<file path="config.mk">
export PLATFORM = sky130hd
export DESIGN_NAME = transport_serializer
export DESIGN_NICKNAME = d
export VERILOG_FILES = /design/src/rtl/transport_pkg.sv /design/src/rtl/transport_fifo.sv /design/src/rtl/transport_serializer.sv
export SDC_FILE = /design/constraint.sdc
export NUM_CORES = 1
export LEC_CHECK = 0
export ABC_AREA = 1
export CORE_ASPECT_RATIO = 1.75
export CORE_UTILIZATION = 45
export CTS_CLUSTER_DIAMETER = 100
export DETAILED_ROUTE_END_ITERATION = 10
export PLACE_DENSITY = 0.75
export SYNTH_ARGS = -nofsm -noshare
export SYNTH_HDL_FRONTEND = slang
export SYNTH_SLANG_ARGS = --single-unit
</file>
<file path="constraint.sdc">
create_clock -name clk -period 2.5 [get_ports clk]
set_clock_uncertainty 0.15 [all_clocks]
set_input_delay 0.5 -clock clk [delete_from_list [all_inputs] [get_ports clk]]
set_output_delay 0.5 -clock clk [all_outputs]
set_load 0.1 [all_outputs]
</file>
<file path="src/rtl/transport_pkg.sv">
// rtl/transport_pkg.sv - shared types and constants for the transport serializer
package transport_pkg;

  localparam int DATA_W = 8;
  localparam logic START_BIT = 1'b0;
  localparam logic STOP_BIT  = 1'b1;

  typedef enum logic [1:0] {
    ST_IDLE,
    ST_START,
    ST_DATA,
    ST_STOP
  } tx_state_t;

  function automatic logic [7:0] sat_inc8(input logic [7:0] v);
    return (v == 8'hFF) ? v : v + 8'd1;
  endfunction

endpackage

</file>
<file path="src/rtl/transport_fifo.sv">
// rtl/transport_fifo.sv - synchronous byte FIFO with occupancy-count full/empty
import transport_pkg::*;

module transport_fifo #(
  parameter int DEPTH = 4,
  parameter int W     = DATA_W
) (
  input  logic         clk,
  input  logic         rst,
  input  logic         push,
  input  logic [W-1:0] wr_data,
  input  logic         pop,
  output logic [W-1:0] rd_data,
  output logic         full,
  output logic         empty
);

  localparam int AW = $clog2(DEPTH);
  localparam logic [AW-1:0] PTR_ONE  = AW'(1);
  localparam logic [AW:0]   CNT_ONE  = (AW+1)'(1);
  localparam logic [AW:0]   CNT_FULL = (AW+1)'(DEPTH);

  logic [W-1:0]  mem [DEPTH];
  logic [AW-1:0] wr_ptr;
  logic [AW-1:0] rd_ptr;
  logic [AW:0]   count;
  logic          do_push;
  logic          do_pop;

  assign full    = (count == CNT_FULL);
  assign empty   = (count == '0);
  assign do_push = push && !full;
  assign do_pop  = pop && !empty;
  assign rd_data = mem[rd_ptr];

  // Storage needs no reset: the count gates every read.
  always_ff @(posedge clk) begin
    if (do_push) mem[wr_ptr] <= wr_data;
  end

  always_ff @(posedge clk or negedge rst) begin
    if (!rst) begin
      wr_ptr <= '0;
      rd_ptr <= '0;
      count  <= '0;
    end else begin
      if (do_push) wr_ptr <= wr_ptr + PTR_ONE;
      if (do_pop)  rd_ptr <= rd_ptr + PTR_ONE;
      case ({do_push, do_pop})
        2'b10:   count <= count + CNT_ONE;
        2'b01:   count <= count - CNT_ONE;
        default: count <= count;
      endcase
    end
  end

endmodule

</file>
<file path="src/rtl/transport_serializer.sv">
// rtl/transport_serializer.sv - buffered 8N1 serializer with drop accounting
import transport_pkg::*;

module transport_serializer #(
  parameter int CLKS_PER_BIT = 16,
  parameter int FIFO_DEPTH   = 4
) (
  input  logic              clk,
  input  logic              rst,
  input  logic [DATA_W-1:0] in_data,
  input  logic              in_valid,
  output logic              in_ready,
  input  logic              clr_ovf,
  output logic              tx,
  output logic              busy,
  output logic              overflow,
  output logic [7:0]        drop_cnt
);

  localparam int CW = $clog2(CLKS_PER_BIT);
  localparam logic [CW-1:0] BAUD_LAST = CW'(CLKS_PER_BIT - 1);
  localparam logic [CW-1:0] BAUD_ONE  = CW'(1);

  tx_state_t         state_q, state_n;
  logic [CW-1:0]     baud_q, baud_n;
  logic [2:0]        bit_q, bit_n;
  logic [DATA_W-1:0] shreg_q, shreg_n;
  logic              tx_q, tx_n;
  logic              pop;
  logic              full;
  logic              empty;
  logic [DATA_W-1:0] head;
  logic              baud_last;
  logic              drop;

  assign in_ready  = !full;
  assign drop      = in_valid && !in_ready;
  assign baud_last = (baud_q == BAUD_LAST);
  assign busy      = (state_q != ST_IDLE);
  assign tx        = tx_q;

  transport_fifo #(.DEPTH(FIFO_DEPTH), .W(DATA_W)) u_fifo (
    .clk     (clk),
    .rst     (rst),
    .push    (in_valid && in_ready),
    .wr_data (in_data),
    .pop     (pop),
    .rd_data (head),
    .full    (full),
    .empty   (empty)
  );

  always_ff @(posedge clk or negedge rst) begin
    if (!rst) begin
      state_q <= ST_IDLE;
      baud_q  <= '0;
      bit_q   <= '0;
      shreg_q <= '0;
      tx_q    <= STOP_BIT;
    end else begin
      state_q <= state_n;
      baud_q  <= baud_n;
      bit_q   <= bit_n;
      shreg_q <= shreg_n;
      tx_q    <= tx_n;
    end
  end

  // tx_n is the line level for the cycle after this edge, keeping tx registered.
  always_comb begin
    state_n = state_q;
    baud_n  = baud_q;
    bit_n   = bit_q;
    shreg_n = shreg_q;
    tx_n    = tx_q;
    pop     = 1'b0;
    case (state_q)
      ST_IDLE: begin
        if (!empty) begin
          pop     = 1'b1;
          shreg_n = head;
          state_n = ST_START;
          baud_n  = '0;
          tx_n    = START_BIT;
        end
      end
      ST_START: begin
        if (baud_last) begin
          state_n = ST_DATA;
          baud_n  = '0;
          bit_n   = '0;
          tx_n    = shreg_q[0];
        end else begin
          baud_n = baud_q + BAUD_ONE;
        end
      end
      ST_DATA: begin
        if (baud_last) begin
          baud_n = '0;
          if (bit_q == 3'd7) begin
            state_n = ST_STOP;
            tx_n    = STOP_BIT;
          end else begin
            bit_n = bit_q + 3'd1;
            tx_n  = shreg_q[bit_q + 3'd1];
          end
        end else begin
          baud_n = baud_q + BAUD_ONE;
        end
      end
      ST_STOP: begin
        if (baud_last) begin
          baud_n = '0;
          if (!empty) begin
            pop     = 1'b1;
            shreg_n = head;
            state_n = ST_START;
            tx_n    = START_BIT;
          end else begin
            state_n = ST_IDLE;
            tx_n    = STOP_BIT;
          end
        end else begin
          baud_n = baud_q + BAUD_ONE;
        end
      end
      default: state_n = ST_IDLE;
    endcase
  end

  // A drop in the same cycle as a clear restarts the count at one.
  always_ff @(posedge clk or negedge rst) begin
    if (!rst) begin
      overflow <= 1'b0;
      drop_cnt <= '0;
    end else if (drop) begin
      overflow <= 1'b1;
      drop_cnt <= clr_ovf ? 8'd1 : sat_inc8(drop_cnt);
    end else if (clr_ovf) begin
      overflow <= 1'b0;
      drop_cnt <= '0;
    end
  end

endmodule

</file>
==> metrics.txt <==
H-tree levels 3; P&R area growth vs syn 20.61%; Antenna diodes 0; slack of the critical path approximately 210 ps; CP arrival roughly 2400 ps; Mapped Area 3223 um^2; vias in the first global route approximately 2.3k; Yosys reg bits 66; PortBufs 23; Crit Path Class register to register; f_max 0.4374 GHz; Post-CTS Setup Inserts 0; Num CTS Buffers 9; endpoints failing setup 0; Post-DRT Antenna Nets 0; non-filler cells, final ~450; routability-driven placement congestion ratio between 0.7 and 0.8; routed wire length per instance around 13 um; outcome complete, no violations; CP Capture Type register; Mean Syn Cell Area 9.797 um^2; cts hold-fix bufs 0; grt total ovfl 0; Post-Place Worst Slack 145.8 ps; synth unique cells 31; Req. time, crit path between 2000 and 3000 ps; initial core utilization 0.4667; core area 6907 um^2; Die W approximately 66 um; first-pass GRT wire length 10210 um; Synth Net Count 356; slew margin rel. 0.7066; layout cells sized above 1 0.1734; synth warn 0; Vias about 2.3k; nets@finish around 390; critical path peak fanout 5; DRT iter0 DRCs 107; Final period util 0.9144; Die ar. 7518 um^2; Max rail drop VDD between 0.0005 and 0.0006 V; Layout fillers 616; DRC violations left 0; RSZ-0062 raised after global routing false; final WL approximately 6000 um; die height about 110 um; Static Leak roughly 0.0017 uW; Clk Latency, worst-skew pair around 340 ps; minimum clock period approximately 2300 ps; # IOs 24; row count 40; sequential area share after synthesis 0.5625; initial antenna violation count 0; Root Buffer clkbuf_16; CTS-repair resized insts 0; clk sinks 66; type of the most critical hold path register to register; DP Wirelength ~4400 um; placed cell count about 440; Pins Over Slew Limit 0; maximum capacitance violations 0; CP startpoint kind register; final hold vios 0; Slew @ Worst Pin 440.1 ps; Syn Inst Count 329; power density over the cells roughly 850 nW/um^2; gr usage total 0.1862; largest net degree at the start of global routing 35; Max clock buf depth 2; DRT Pass-1 Iters 4; clk slew on worst S/H paths around 60 ps; CTS tree built; via/cell ratio 5.091
[logic make-up after synthesis]
kind of cell | Yosys count | share of synthesized area
compound gates | 59 | 0.1064
xor+xnor | 5 | 0.01359
fa+ha+maj | 15 | 0.06056
buf+inv | 48 | 0.06444
flops | 66 | 0.5625
simple gates | 136 | 0.1925
[synth_stat cells]
cell / instances / area, um^2
dfrtp_1: 33 / 825.8
nor2_1: 33 / 123.9
buf_2: 4 / 20.02
o211ai_1: 2 / 15.01
clkbuf_1: 1 / 3.750
nand3_2: 2 / 20.02
bufinv_8: 1 / 17.52
nand2_4: 3 / 33.78
edfxtp_1: 32 / 960.9
nand3_1: 16 / 80.08
buf_6: 1 / 11.26
a21oi_1: 8 / 40.04
a21oi_4: 2 / 32.53
ha_1: 14 / 175.2
nand4_1: 5 / 31.28
xnor2_1: 1 / 8.760
o21bai_1: 1 / 7.510
nand3_4: 1 / 17.52
inv_1: 39 / 146.4
clkinv_2: 1 / 5.000
xor2_1: 4 / 35.03
dfstp_2: 1 / 26.28
o22ai_1: 8 / 50.05
nand3b_1: 1 / 7.510
o21ai_0: 36 / 180.2
o21ai_2: 2 / 17.52
nand2_2: 4 / 25.02
inv_2: 1 / 3.750
fa_1: 1 / 20.02
nor2_4: 2 / 22.52
nand2_1: 69 / 259.0
[layout make-up]
cell class | count | area [um^2] | area share
Sequential cell | 66 | 1814 | 0.4667
Tap cell | 84 | 105.1 | 0.02704
Multi-Input combinational cell | 215 | 1225 | 0.3151
Inverter | 42 | 176.4 | 0.04538
Clock inverter | 7 | 76.32 | 0.01963
Timing Repair Buffer | 30 | 265.3 | 0.06823
Clock buffer | 9 | 225.2 | 0.05793
[power breakdown]
| part | switching [uW] | leakage, uW | internal (uW) |
|---|---|---|---|
| Clock | 488 | 0.000143 | 779 |
| Sequential | 94.4 | 0.000716 | 1310 |
| Combinational | 448 | 0.000796 | 197 |
[flip-flops by register name, summed over array words and instances, names as in the netlist]
signal / count
u_fifo.wr_ptr: 2
tx: 1
overflow: 1
bit_q: 3
state_q: 2
shreg_q: 8
u_fifo.count: 3
u_fifo.rd_ptr: 2
baud_q: 4
u_fifo.mem: 32
drop_cnt: 8
[through the flow]
stage	hold slack (ps)	power [uW]	setup TNS (ps)	cell area [um^2]	utilization
3_5_place_dp	311.6	2083	0	3582	0.5187
6_report	319.9	3318	0	3887	0.5629
4_1_cts	319.9	3354	0	3884	0.5623
5_1_grt	373.3	3478	0	3887	0.5629
3_3_place_gp	313.5	2056	0	3582	0.5187
2_1_floorplan	54.41	1876	-63.81	3247	-
[worst paths after layout]
kind | start | to | slack (ps) | depth (start not counted)
max | baud_q[0] | u_fifo.count[2] | 210 | 11
min | tx | tx | 320 | 2
max reg2reg | baud_q[0] | u_fifo.count[2] | 210 | 11
min reg2reg | tx | tx | 320 | 2
max in group asynchronous | rst | tx | 1430 | 2
min in group asynchronous | rst | bit_q[0] | 440 | 2
[cell usage in the layout (no fill, tap or decap), types with 2 or more instances in the layout]
master           netlist  routed
dfrtp_1               33      32
clkdlybuf4s50_1        0      11
nand3_1               16      16
inv_6                  0       3
ha_1                  14      11
nand3_2                2       2
a21oi_4                2       2
nand2_2                4       5
ha_2                   0       2
xor2_1                 4       4
inv_2                  1       3
nand2_1               69      68
nor2_4                 2       2
clkbuf_16              0       9
inv_1                 39      36
o21ai_0               36      35
clkinv_2               1       2
o22ai_1                8       8
nand4_1                5       5
edfxtp_1              32      32
a21oi_1                8       8
nor2_1                33      33
nand2_4                3       3
o21ai_2                2       2
buf_4                  0      18
clkinvlp_4             0       3
o211ai_1               2       2
[per-layer routing]
layer / global-route usage / part of all wire
met5: 0 / 0
met4: 0.1135 / 0.027
met3: 0.04900 / 0.030
met2: 0.3401 / 0.58
met1: 0.1779 / 0.36
[worst max-delay path: stages, from the launching register on]
cell,delay [ps]
dfrtp_1,380
ha_2,230
nand3_4,110
inv_1,90
nand2_1,90
a21oi_4,190
ha_2,190
inv_1,60
fa_2,340
a21oi_1,120
o21ai_1,80
xor2_1,140
Note: power is estimated with default switching activity, not from simulation.
